**src/rtl/alu_pkg.sv**
```systemverilog
// Shared definitions for the sequential ALU: width, opcodes, flag masks, FSM states.
// Latency: n/a (types, constants and pure functions only).
// Backpressure: n/a.
package alu_pkg;

    localparam int DATA_W = 16;

    // Opcodes
    localparam logic [3:0] OP_ADD  = 4'd0;
    localparam logic [3:0] OP_SUB  = 4'd1;
    localparam logic [3:0] OP_INC  = 4'd2;
    localparam logic [3:0] OP_DEC  = 4'd3;
    localparam logic [3:0] OP_AND  = 4'd4;
    localparam logic [3:0] OP_OR   = 4'd5;
    localparam logic [3:0] OP_XOR  = 4'd6;
    localparam logic [3:0] OP_NOT  = 4'd7;
    localparam logic [3:0] OP_PASS = 4'd8;
    localparam logic [3:0] OP_LSL  = 4'd9;
    localparam logic [3:0] OP_LSR  = 4'd10;
    localparam logic [3:0] OP_ASR  = 4'd11;

    // Flag-write masks for the downstream flag register
    localparam logic [2:0] WRF_NONE = 3'b000;
    localparam logic [2:0] WRF_Z    = 3'b001;
    localparam logic [2:0] WRF_SZ   = 3'b010;
    localparam logic [2:0] WRF_SCZ  = 3'b011;
    localparam logic [2:0] WRF_OSCZ = 3'b100;

    typedef enum logic [1:0] {
        ST_IDLE  = 2'd0,
        ST_SHIFT = 2'd1,
        ST_DONE  = 2'd2
    } state_t;

    typedef struct packed {
        logic o;
        logic s;
        logic c;
        logic z;
    } flags_t;

    typedef struct packed {
        logic [DATA_W-1:0] val;
        logic              c;
    } shift_res_t;

    function automatic logic is_shift_op(input logic [3:0] op);
        return (op == OP_LSL) || (op == OP_LSR) || (op == OP_ASR);
    endfunction

    // One-bit shift step; c is the bit that falls off the end.
    function automatic shift_res_t shift_step(input logic [DATA_W-1:0] v, input logic [3:0] op);
        shift_res_t r;
        r.val = v;
        r.c   = 1'b0;
        case (op)
            OP_LSL: begin
                r.val = {v[DATA_W-2:0], 1'b0};
                r.c   = v[DATA_W-1];
            end
            OP_LSR: begin
                r.val = {1'b0, v[DATA_W-1:1]};
                r.c   = v[0];
            end
            OP_ASR: begin
                r.val = {v[DATA_W-1], v[DATA_W-1:1]};
                r.c   = v[0];
            end
            default: begin
                r.val = v;
                r.c   = 1'b0;
            end
        endcase
        return r;
    endfunction

endpackage

```
**src/rtl/alu_seq_if.sv**
```systemverilog
// Request/result bundle between a requester and the sequential ALU.
// Latency: n/a (wiring only).
// Backpressure: none; requester watches busy, start is dropped unless the ALU is idle.
interface alu_seq_if;
    import alu_pkg::*;

    logic              start;
    logic [3:0]        op;
    logic [DATA_W-1:0] a;
    logic [DATA_W-1:0] b;
    logic              busy;
    logic              done;
    logic [DATA_W-1:0] result;
    logic              out_O;
    logic              out_S;
    logic              out_C;
    logic              out_Z;
    logic [2:0]        W_RF;

    modport master (
        output start, op, a, b,
        input  busy, done, result, out_O, out_S, out_C, out_Z, W_RF
    );

    modport slave (
        input  start, op, a, b,
        output busy, done, result, out_O, out_S, out_C, out_Z, W_RF
    );

endinterface

```
**src/rtl/alu_addsub.sv**
```systemverilog
// Adder with carry-in shared by ADD/SUB/INC/DEC; subtraction is fed as x + ~y + 1.
// Latency: combinational.
// Backpressure: none.
module alu_addsub
    import alu_pkg::*;
(
    input  logic [DATA_W-1:0] x_i,
    input  logic [DATA_W-1:0] y_i,
    input  logic              cin_i,
    output logic [DATA_W-1:0] sum_o,
    output logic              cout_o,
    output logic              ovf_o
);

    logic [DATA_W:0] full_sum;

    assign full_sum = {1'b0, x_i} + {1'b0, y_i} + {{DATA_W{1'b0}}, cin_i};
    assign sum_o    = full_sum[DATA_W-1:0];
    assign cout_o   = full_sum[DATA_W];
    // Overflow: both addends share a sign and the sum's sign differs from it.
    assign ovf_o    = (x_i[DATA_W-1] == y_i[DATA_W-1]) && (sum_o[DATA_W-1] != x_i[DATA_W-1]);

endmodule

```
**src/rtl/alu_seq.sv**
```systemverilog
// Sequential 16-bit ALU: single-cycle arithmetic/logic, bit-serial shifts (one bit per cycle).
// Latency: done one cycle after start, or 1+n cycles for a shift by n>0.
// Backpressure: start is sampled only in IDLE; starts while busy are dropped, not queued.
module alu_seq
    import alu_pkg::*;
(
    input  logic     clk,
    input  logic     rst,
    alu_seq_if.slave bus
);

    localparam logic [DATA_W-1:0] ONE = DATA_W'(1);

    state_t            state_q, state_d;
    logic [3:0]        cnt_q, cnt_d;
    logic [3:0]        shop_q, shop_d;
    logic [DATA_W-1:0] sh_q, sh_d;
    logic [DATA_W-1:0] result_q, result_d;
    flags_t            flg_q, flg_d;
    logic [2:0]        wrf_q, wrf_d;

    logic [DATA_W-1:0] as_y;
    logic              as_cin;
    logic [DATA_W-1:0] as_sum;
    logic              as_cout;
    logic              as_ovf;

    logic [DATA_W-1:0] alu_res;
    flags_t            alu_flg;
    logic [2:0]        alu_wrf;

    logic              shift_nz;
    shift_res_t        step;

    // A shift by zero finishes in one cycle through the single-cycle path.
    assign shift_nz = is_shift_op(bus.op) && (bus.b[3:0] != 4'd0);
    assign step     = shift_step(sh_q, shop_q);

    // Adder operand select: SUB/DEC become x + ~y + 1.
    always_comb begin
        as_y   = bus.b;
        as_cin = 1'b0;
        case (bus.op)
            OP_SUB: begin
                as_y   = ~bus.b;
                as_cin = 1'b1;
            end
            OP_INC: as_y = ONE;
            OP_DEC: begin
                as_y   = ~ONE;
                as_cin = 1'b1;
            end
            default: begin
                as_y   = bus.b;
                as_cin = 1'b0;
            end
        endcase
    end

    alu_addsub u_addsub (
        .x_i    (bus.a),
        .y_i    (as_y),
        .cin_i  (as_cin),
        .sum_o  (as_sum),
        .cout_o (as_cout),
        .ovf_o  (as_ovf)
    );

    // Single-cycle result, flags and write mask; flags outside the mask stay 0.
    always_comb begin
        alu_res = '0;
        alu_flg = '0;
        alu_wrf = WRF_NONE;
        case (bus.op)
            OP_ADD, OP_SUB, OP_INC, OP_DEC: begin
                alu_res   = as_sum;
                alu_flg.o = as_ovf;
                alu_flg.c = as_cout;
                alu_wrf   = WRF_OSCZ;
            end
            OP_AND: begin
                alu_res = bus.a & bus.b;
                alu_wrf = WRF_SZ;
            end
            OP_OR: begin
                alu_res = bus.a | bus.b;
                alu_wrf = WRF_SZ;
            end
            OP_XOR: begin
                alu_res = bus.a ^ bus.b;
                alu_wrf = WRF_SZ;
            end
            OP_NOT: begin
                alu_res = ~bus.a;
                alu_wrf = WRF_SZ;
            end
            OP_PASS: begin
                alu_res = bus.a;
                alu_wrf = WRF_Z;
            end
            OP_LSL, OP_LSR, OP_ASR: begin
                // Only reached with a zero shift count: nothing shifted out.
                alu_res = bus.a;
                alu_wrf = WRF_SCZ;
            end
            default: begin
                alu_res = '0;
                alu_wrf = WRF_NONE;
            end
        endcase
        if ((alu_wrf == WRF_SZ) || (alu_wrf == WRF_SCZ) || (alu_wrf == WRF_OSCZ)) begin
            alu_flg.s = alu_res[DATA_W-1];
        end
        if (alu_wrf != WRF_NONE) begin
            alu_flg.z = (alu_res == '0);
        end
    end

    // Next-state logic: IDLE -> (SHIFT ->) DONE -> IDLE.
    always_comb begin
        state_d = state_q;
        case (state_q)
            ST_IDLE: begin
                if (bus.start) begin
                    state_d = shift_nz ? ST_SHIFT : ST_DONE;
                end
            end
            ST_SHIFT: begin
                if (cnt_q == 4'd1) begin
                    state_d = ST_DONE;
                end
            end
            ST_DONE:  state_d = ST_IDLE;
            default:  state_d = ST_IDLE;
        endcase
    end

    // Datapath next-state: capture in IDLE, shift in SHIFT, publish when entering DONE.
    always_comb begin
        cnt_d    = cnt_q;
        shop_d   = shop_q;
        sh_d     = sh_q;
        result_d = result_q;
        flg_d    = flg_q;
        wrf_d    = wrf_q;
        case (state_q)
            ST_IDLE: begin
                if (bus.start) begin
                    if (shift_nz) begin
                        sh_d   = bus.a;
                        cnt_d  = bus.b[3:0];
                        shop_d = bus.op;
                        wrf_d  = WRF_SCZ;
                    end else begin
                        result_d = alu_res;
                        flg_d    = alu_flg;
                        wrf_d    = alu_wrf;
                        cnt_d    = 4'd0;
                    end
                end
            end
            ST_SHIFT: begin
                sh_d  = step.val;
                cnt_d = cnt_q - 4'd1;
                if (cnt_q == 4'd1) begin
                    result_d = step.val;
                    flg_d.o  = 1'b0;
                    flg_d.s  = step.val[DATA_W-1];
                    flg_d.c  = step.c;
                    flg_d.z  = (step.val == '0);
                end
            end
            default: begin
                cnt_d = cnt_q;
            end
        endcase
    end

    // FSM state register.
    always_ff @(posedge clk) begin
        if (rst) begin
            state_q <= ST_IDLE;
        end else begin
            state_q <= state_d;
        end
    end

    // Datapath registers; reset clears everything, even mid-shift.
    always_ff @(posedge clk) begin
        if (rst) begin
            cnt_q    <= 4'd0;
            shop_q   <= OP_ADD;
            sh_q     <= '0;
            result_q <= '0;
            flg_q    <= '0;
            wrf_q    <= WRF_NONE;
        end else begin
            cnt_q    <= cnt_d;
            shop_q   <= shop_d;
            sh_q     <= sh_d;
            result_q <= result_d;
            flg_q    <= flg_d;
            wrf_q    <= wrf_d;
        end
    end

    assign bus.busy   = (state_q != ST_IDLE);
    assign bus.done   = (state_q == ST_DONE);
    assign bus.result = result_q;
    assign bus.out_O  = flg_q.o;
    assign bus.out_S  = flg_q.s;
    assign bus.out_C  = flg_q.c;
    assign bus.out_Z  = flg_q.z;
    // The mask is only presented during the done cycle.
    assign bus.W_RF   = (state_q == ST_DONE) ? wrf_q : WRF_NONE;

endmodule

```
**src/flat_wrapper.sv**
```systemverilog
// flat-port wrapper written by rule: the top's interface ports become plain ports
module alu_seq_flat import alu_pkg::*;
  (clk, rst, bus_start, bus_op, bus_a, bus_b, bus_busy, bus_done, bus_result, bus_out_O, bus_out_S, bus_out_C, bus_out_Z, bus_W_RF);
  alu_seq_if bus_i ();
  input  logic clk;
  input  logic rst;
  input wire logic [$bits(bus_i.start)-1:0] bus_start;
  input wire logic [$bits(bus_i.op)-1:0] bus_op;
  input wire logic [$bits(bus_i.a)-1:0] bus_a;
  input wire logic [$bits(bus_i.b)-1:0] bus_b;
  output wire logic [$bits(bus_i.busy)-1:0] bus_busy;
  output wire logic [$bits(bus_i.done)-1:0] bus_done;
  output wire logic [$bits(bus_i.result)-1:0] bus_result;
  output wire logic [$bits(bus_i.out_O)-1:0] bus_out_O;
  output wire logic [$bits(bus_i.out_S)-1:0] bus_out_S;
  output wire logic [$bits(bus_i.out_C)-1:0] bus_out_C;
  output wire logic [$bits(bus_i.out_Z)-1:0] bus_out_Z;
  output wire logic [$bits(bus_i.W_RF)-1:0] bus_W_RF;
  assign bus_i.start = bus_start;
  assign bus_i.op = bus_op;
  assign bus_i.a = bus_a;
  assign bus_i.b = bus_b;
  assign bus_busy = bus_i.busy;
  assign bus_done = bus_i.done;
  assign bus_result = bus_i.result;
  assign bus_out_O = bus_i.out_O;
  assign bus_out_S = bus_i.out_S;
  assign bus_out_C = bus_i.out_C;
  assign bus_out_Z = bus_i.out_Z;
  assign bus_W_RF = bus_i.W_RF;
  alu_seq u_core (.clk(clk), .rst(rst), .bus(bus_i));
endmodule
```
**config.mk**
```make
export PLATFORM = sky130hd
export DESIGN_NAME = alu_seq_flat
export DESIGN_NICKNAME = d
export VERILOG_FILES = /design/src/rtl/alu_pkg.sv /design/src/rtl/alu_seq_if.sv /design/src/rtl/alu_addsub.sv /design/src/rtl/alu_seq.sv /design/src/flat_wrapper.sv
export SDC_FILE = /design/constraint.sdc
export NUM_CORES = 1
export LEC_CHECK = 0
export CORE_ASPECT_RATIO = 1.75
export CORE_UTILIZATION = 35
export DETAILED_ROUTE_END_ITERATION = 10
export GPL_ROUTABILITY_DRIVEN = 1
export PLACE_DENSITY = 0.63
export SYNTH_ARGS = -nofsm -noshare
export SYNTH_HDL_FRONTEND = slang
export SYNTH_SLANG_ARGS = --single-unit
```
**constraint.sdc**
```tcl
create_clock -name clk -period 5.4 [get_ports clk]
set_clock_uncertainty 0.2 [all_clocks]
set_input_delay 1.62 -clock clk [delete_from_list [all_inputs] [get_ports clk]]
set_output_delay 1.62 -clock clk [all_outputs]
set_load 0.05 [all_outputs]
```
==> impl_metrics.py, run 1 <==
metrics = {
    "grt": {
        "antenna_found_initial": 0,
        "grt_util_all_layers_pct": 22.85,
        "grt_pass1_wl_um": 26250,
        "grt_max_degree": 48,
        "grt_pass1_vias": 5157,
        "grt-ovfl-total": 0,
    },
    "clock_tree": {
        "numCtsBuffers": 5,
        "h-tree-depth": 2,
        "path_clk_slew_ns": 0.06,
        "cts-root-buf": "clkbuf_16",
        "cts.sinks": 49,
        "clockBufferDepth": 2,
        "ctsResizeCount": 0,
        "cts_setup_buffers": 0,
        "clkLatencyLatePin_ns": 0.29,
        "hold_buffers": 0,
        "cts_tree": "done",
    },
    "logic_synthesis": {
        "synth_edf_count": 0,
        "postSynth.asyncResetShare_pct": 0,
        "yosysMostFrequentCell": "nor2_1",
        "ys_ff_latch": 49,
        "synth_common_cells": "nor2_1 (99), a21oi_1 (64), nand2_1 (63), dfxtp_1 (49), ha_1 (49)",
        "syn_nets": 762,
        "netlist_top_cells_area": "dfxtp_1 (20%), ha_1 (13%), nor2_1 (7.6%)",
        "netlist_area_um2": 4880,
        "synth_flop_cell": "dfxtp_1",
        "yosysSeqAreaShare_pct": 20.10,
        "synth_top_area_cell": "dfxtp_1",
        "syn_avg_cell_area_um2": 7.261,
        "syn-instance-count": 672,
        "ys_types": 70,
        "yosys_warnings": 0,
        "synth_top_cell_area_share_pct": 20.10,
    },
    "routing": {
        "viasPerCell": 5.784,
        "drtPass1Iterations": 6,
        "wl_per_cell_um": 17.79,
        "drc": 0,
        "postRouteAntennaNets": 0,
        "wl_um": 16450,
        "vias": 5350,
        "initialDrtViolationCount": 385,
    },
    "hold_path": {
        "min_path_cells": 2,
        "min_to": "u_core.wrf_q[2]",
        "min_from": "u_core.wrf_q[2]",
        "hp-class": "flip-flop to flip-flop",
    },
    "critical_path": {
        "cp.required_ns": 5.36,
        "cp.arrival_ns": 5.15,
        "reg2regPathDepth": 10,
        "r2r_end": "u_core.bus.out_Z",
        "critPathCaptureType": "flip-flop",
        "startpoint_type": "input port",
        "crit_type": "input port to flip-flop",
        "path_max_fanout": 6,
        "r2r_slack_ns": 2.54,
        "reg2reg_from": "u_core.state_q[1]",
    },
    "placed_design": {
        "gp_congestion": 0.9472,
        "portBuffers": 63,
        "dpl_cell_area_um2": 5958,
        "place_hpwl_um": 12870,
        "dp.cells": 918,
    },
    "finish": {
        "fin_nets": 841,
        "finish.instance_area_um2": 6145,
        "seq_area_um2": 980.9,
        "final_cells": 925,
        "area_delta_synth_final_pct": 25.92,
        "antenna_cells": 0,
        "drive_gt1_share_pct": 11.58,
        "multi_input_area_um2": 3585,
        "fillers": 1376,
    },
    "floorplanning": {
        "dieArea_um2": 14440,
        "start_util_pct": 36.08,
        "die_w_um": 91.26,
        "core_um2": 13520,
        "die_y_um": 158.2,
        "boundaryPins": 64,
        "placementRows": 56,
    },
    "power": {
        "p_leak_nw": 2.579,
        "power_mw": 1.307,
        "peakVddDrop_uv": 111.7,
        "power_density_nw_per_um2": 212.6,
    },
    "sta": {
        "slew_headroom_pct": 21.34,
        "hold_viol": 0,
        "worst_pin_slew_ns": 1.180,
        "finalCritPeriodShare_pct": 96.13,
        "slew_violations": 0,
        "fmax_ghz": 0.1926,
        "setup_viol": 0,
        "fin_crit_ns": 5.191,
    },
    "flow_run": {
        "maxCapViolCount": 0,
    },
    "run_status": {
        "status": "completed",
    },
}
## worst max path at each step
stage,start,to,cells past startpoint
3_3_place_gp,bus_op[3],u_core.bus.result[14],17
4_1_cts,bus_op[3],u_core.bus.result[13],16
5_1_grt,bus_op[3],u_core.bus.out_Z,17
2_1_floorplan,bus_op[3],u_core.bus.result[13],17
3_5_place_dp,bus_op[3],u_core.bus.result[13],16
6_report,bus_op[3],u_core.bus.result[14],14
## state kept, by name, indices dropped and copies added, names as in the netlist
signal and count:
u_core.wrf_q 3, u_core.shop_q 4, u_core.bus.out_O 1, u_core.cnt_q 4, u_core.bus.out_Z 1, u_core.sh_q 16, u_core.bus.out_C 1, u_core.bus.out_S 1
u_core.state_q 2, u_core.bus.result 16
## critical path: stages
cell and delay (ns):
clkdlybuf4s50_1 0.46, buf_4 0.16, or2_2 0.36, a211oi_1 0.37, ha_1 0.35, buf_4 0.17, o2111ai_1 0.13, nand4b_1 0.22
a221oi_2 0.36, o21ai_0 0.16, nand2_1 0.10, mux2_2 0.36, a211oi_1 0.25, nor3_1 0.07
## through the flow
| step | TNS (ns) | setup slack [ns] | utilization (%) | hold WS, ns |
|---|---|---|---|---|
| floorplan | 0 | 0.1027 | - | 0.2317 |
| global placement | -0.2122 | -0.05378 | 44.06 | 0.2449 |
| detailed placement | -0.8877 | -0.1562 | 44.06 | 0.2473 |
| CTS | 0 | 0.1498 | 45.24 | 0.2633 |
| global route | -0.004986 | -0.004986 | 45.44 | 0.2845 |
| finish | 0 | 0.2087 | 45.44 | 0.2645 |
## cells in the final DEF (no fill, tap or decap), drive strengths merged, types with 4 or more instances in the layout
cell type      Yosys  routed
dfxtp             49      49
and2               5       5
a21o               6       6
a221oi             7       7
xnor2              6       6
nor4               6       6
a211oi            31      31
buf               16      53
a21oi             65      65
a222oi             9       9
o211ai             9       9
o21ai             28      28
nand2b             5       5
clkbuf            28       5
o221a              4       4
inv               46      46
clkdlybuf4s50      0      63
ha                49      49
a31oi              8       8
nor2b              9       9
a22oi             18      18
nor2              99      99
nand4              6       6
nand3b             4       4
nand2             63      63
mux2i             18      18
nor3              18      18
nand3              5       5
## layer usage
metal / vias to the layer above / routed length (um) / global-route usage, %
met5: - / 0 / 0
met4: 0 / 775 / 13.53
met3: 48 / 643 / 1.249
met2: 175 / 8564 / 43.15
met1: 2530 / 6471 / 25.01
li1: 2597 / - / -
## area by class of cell
class	count	share of cell area, %
clock inverters	2	0.5701
multi-input cells	533	58.34
inverters	46	2.810
well taps	174	3.543
clock buffers	5	2.036
flip-flops and latches	49	15.96
repair buffers	116	16.74
## kinds of logic after synthesis
family | share of synthesized area [%]
muxes | 4.615
buffers and inverters | 7.282
AOI/OAI and AO/OA | 30.98
and+or+nand+nor | 22.21
DFF | 20.10
adders and majority gates | 13.38
xor gates and xnor gates | 1.436
## power breakdown
group / switching [mW] / internal, mW / total (mW)
Sequential: 0.0194 / 0.386 / 0.405
Combinational: 0.317 / 0.233 / 0.550
Clock: 0.136 / 0.215 / 0.351
Total: 0.472 / 0.834 / 1.31
Power figures use the tool's default switching activity.
==> run 2: changes to the inputs <==
--- a/config.mk
+++ b/config.mk
@@ -7,9 +7,12 @@
 export LEC_CHECK = 0
 export CORE_ASPECT_RATIO = 1.75
 export CORE_UTILIZATION = 35
+export CTS_BUF_LIST = sky130_fd_sc_hd__clkbuf_4 sky130_fd_sc_hd__clkbuf_8
 export DETAILED_ROUTE_END_ITERATION = 10
 export GPL_ROUTABILITY_DRIVEN = 1
+export HOLD_SLACK_MARGIN = 0.02
 export PLACE_DENSITY = 0.63
+export SLEW_MARGIN = 20
 export SYNTH_ARGS = -nofsm -noshare
 export SYNTH_HDL_FRONTEND = slang
 export SYNTH_SLANG_ARGS = --single-unit
==> impl_metrics.py, run 2 (synthesis results as in run 1) <==
metrics = {
    "hold_path": {
        "min_to": "u_core.bus.result[15]",
        "min_path_cells": 2,
        "min_from": "u_core.bus.result[15]",
        "hp-class": "flip-flop to flip-flop",
    },
    "finish": {
        "final_util_pct": 44.99,
        "fin_nets": 841,
        "multi_input_area_um2": 3581,
        "fillers": 1386,
        "final_common_cell": "nor2_1",
        "area_delta_synth_final_pct": 24.69,
        "seq_area_um2": 980.9,
        "drive_gt1_share_pct": 11.32,
        "final_cell_mix": "nor2_1 (98), a21oi_1 (64), nand2_1 (63), clkdlybuf4s50_1 (63), buf_4 (53)",
        "antenna_cells": 0,
    },
    "power": {
        "peakVddDrop_uv": 90.32,
        "p_leak_nw": 2.552,
        "power_density_nw_per_um2": 200.1,
    },
    "routing": {
        "initialDrtViolationCount": 376,
        "postRouteAntennaNets": 0,
        "viasPerCell": 5.773,
        "wl_per_cell_um": 17.72,
        "vias": 5340,
        "wl_um": 16390,
        "drtPass1Iterations": 5,
        "drc": 0,
    },
    "placed_design": {
        "place_hpwl_um": 12870,
        "place_ws_ns": -0.1562,
        "gp_congestion": 0.9472,
        "portBuffers": 63,
    },
    "critical_path": {
        "cp.required_ns": 5.38,
        "reg2reg_from": "u_core.state_q[1]",
        "critPathCaptureType": "flip-flop",
        "crit_chain": "clkdlybuf4s50_1, nor2_2, buf_4, nand2_1, a21oi_1, a211oi_1, ha_1, and3_1, a21oi_1, nand4b_1, a221oi_2, o21ai_0, nand2_1, mux2_2, a211oi_1, nor3_1",
        "slowest_delay_ns": 0.50,
        "reg2regPathDepth": 10,
        "critPathBufInv": 2,
        "cp_top_family": "compound AO/OA/AOI/OAI gates",
        "startpoint": "bus_op[2]",
        "crit_type": "input port to flip-flop",
        "cp.arrival_ns": 5.19,
        "r2r_end": "u_core.bus.out_Z",
        "slowest_stage": "clkdlybuf4s50_1",
        "startpoint_type": "input port",
        "r2r_slack_ns": 2.52,
        "path_max_fanout": 8,
    },
    "grt": {
        "grt-ovfl-total": 0,
        "top_usage_layer": "met2",
        "gr-usage-met2_pct": 43.40,
        "grt_util_all_layers_pct": 22.82,
        "grt_pass1_wl_um": 26200,
        "use_met3_pct": 1.297,
        "antenna_found_initial": 0,
        "grt_pass1_vias": 5136,
        "grt_max_degree": 48,
        "use_met1_pct": 25.36,
    },
    "sta": {
        "rsz0062_at_grt": "no",
        "fin_ws_ns": 0.1900,
        "slew_headroom_pct": 30.81,
        "worst_pin_slew_ns": 1.038,
        "fin_crit_ns": 5.210,
        "hold_viol": 0,
        "setup_viol": 0,
        "fmax_ghz": 0.1919,
        "slew_violations": 0,
        "finalCritPeriodShare_pct": 96.48,
    },
    "run_status": {
        "status": "completed",
    },
    "clock_tree": {
        "cts.sinks": 49,
        "cts_tree": "done",
        "hold_buffers": 0,
        "path_clk_slew_ns": 0.09,
        "h-tree-depth": 2,
        "numCtsBuffers": 5,
        "cts-root-buf": "clkbuf_8",
        "clkLatencyLatePin_ns": 0.31,
        "clockBufferDepth": 2,
    },
    "floorplanning": {
        "start_util_pct": 36.08,
        "boundaryPins": 64,
        "die_w_um": 91.26,
        "placementRows": 56,
        "dieArea_um2": 14440,
        "die_y_um": 158.2,
        "core_um2": 13520,
    },
    "flow_run": {
        "maxCapViolCount": 0,
    },
}
[run 2: what timing repair did]
item / 4_1_cts / 5_1_grt
endpoints found under the hold margin: 0 / 0
setup endpoints to repair: 0 / 7
gates resized for setup: 0 / 5
buffers inserted: 0 / 0
[run 2: worst register-to-register path: cells and delay by family, from the launching register on]
kind	cells	cell delay (ns)
flip-flops	1	0.46
buffers and inverters	2	0.45
AO/OA/AOI/OAI	1	0.18
AND/OR/NAND/NOR	7	1.51
[run 2: cell type report]
| class | count | share of cell area, % |
|---|---|---|
| flip-flops and latches | 49 | 16.12 |
| inverters | 46 | 2.838 |
| clock buffers | 5 | 1.131 |
| clock inverters | 2 | 0.5758 |
| well taps | 174 | 3.578 |
| multi-input cells | 533 | 58.85 |
| repair buffers | 116 | 16.90 |
[run 2: metrics by stage]
stage,TNS (ns),instances,cell area [um^2],total power [mW],hold slack [ns]
CTS,0,925,6062,1.211,0.2602
finish,0,925,6085,1.218,0.2597
floorplan,0,672,4880,0.7505,0.2317
detailed placement,-0.8877,918,5958,0.9538,0.2473
global route,0,925,6085,1.286,0.2891
global placement,-0.2122,918,5958,0.9436,0.2449
[run 2: per-layer routing]
metal / up-vias / wire length, um
met1: 2522 / 6526
met2: 173 / 8579
met3: 46 / 560
met4: 0 / 722
met5: - / 0
li1: 2599 / -
[run 2: how the worst max path moves through the flow]
| stage | end | slack [ns] | cells past startpoint |
|---|---|---|---|
| 3_5_place_dp | u_core.bus.result[13] | -0.16 | 16 |
| 6_report | u_core.bus.result[14] | 0.19 | 16 |
| 3_3_place_gp | u_core.bus.result[14] | -0.05 | 17 |
| 4_1_cts | u_core.bus.result[13] | 0.17 | 16 |
| 5_1_grt | u_core.bus.out_Z | 0.0007 | 16 |
| 2_1_floorplan | u_core.bus.result[13] | 0.10 | 17 |
[run 2: power breakdown]
part           total, mW  switching, mW  leakage [nW]  internal [mW]
Sequential         0.405         0.0195         0.401          0.385
Combinational      0.550          0.317          2.10          0.233
Clock              0.263          0.128        0.0540          0.135
Total               1.22          0.464          2.55          0.753
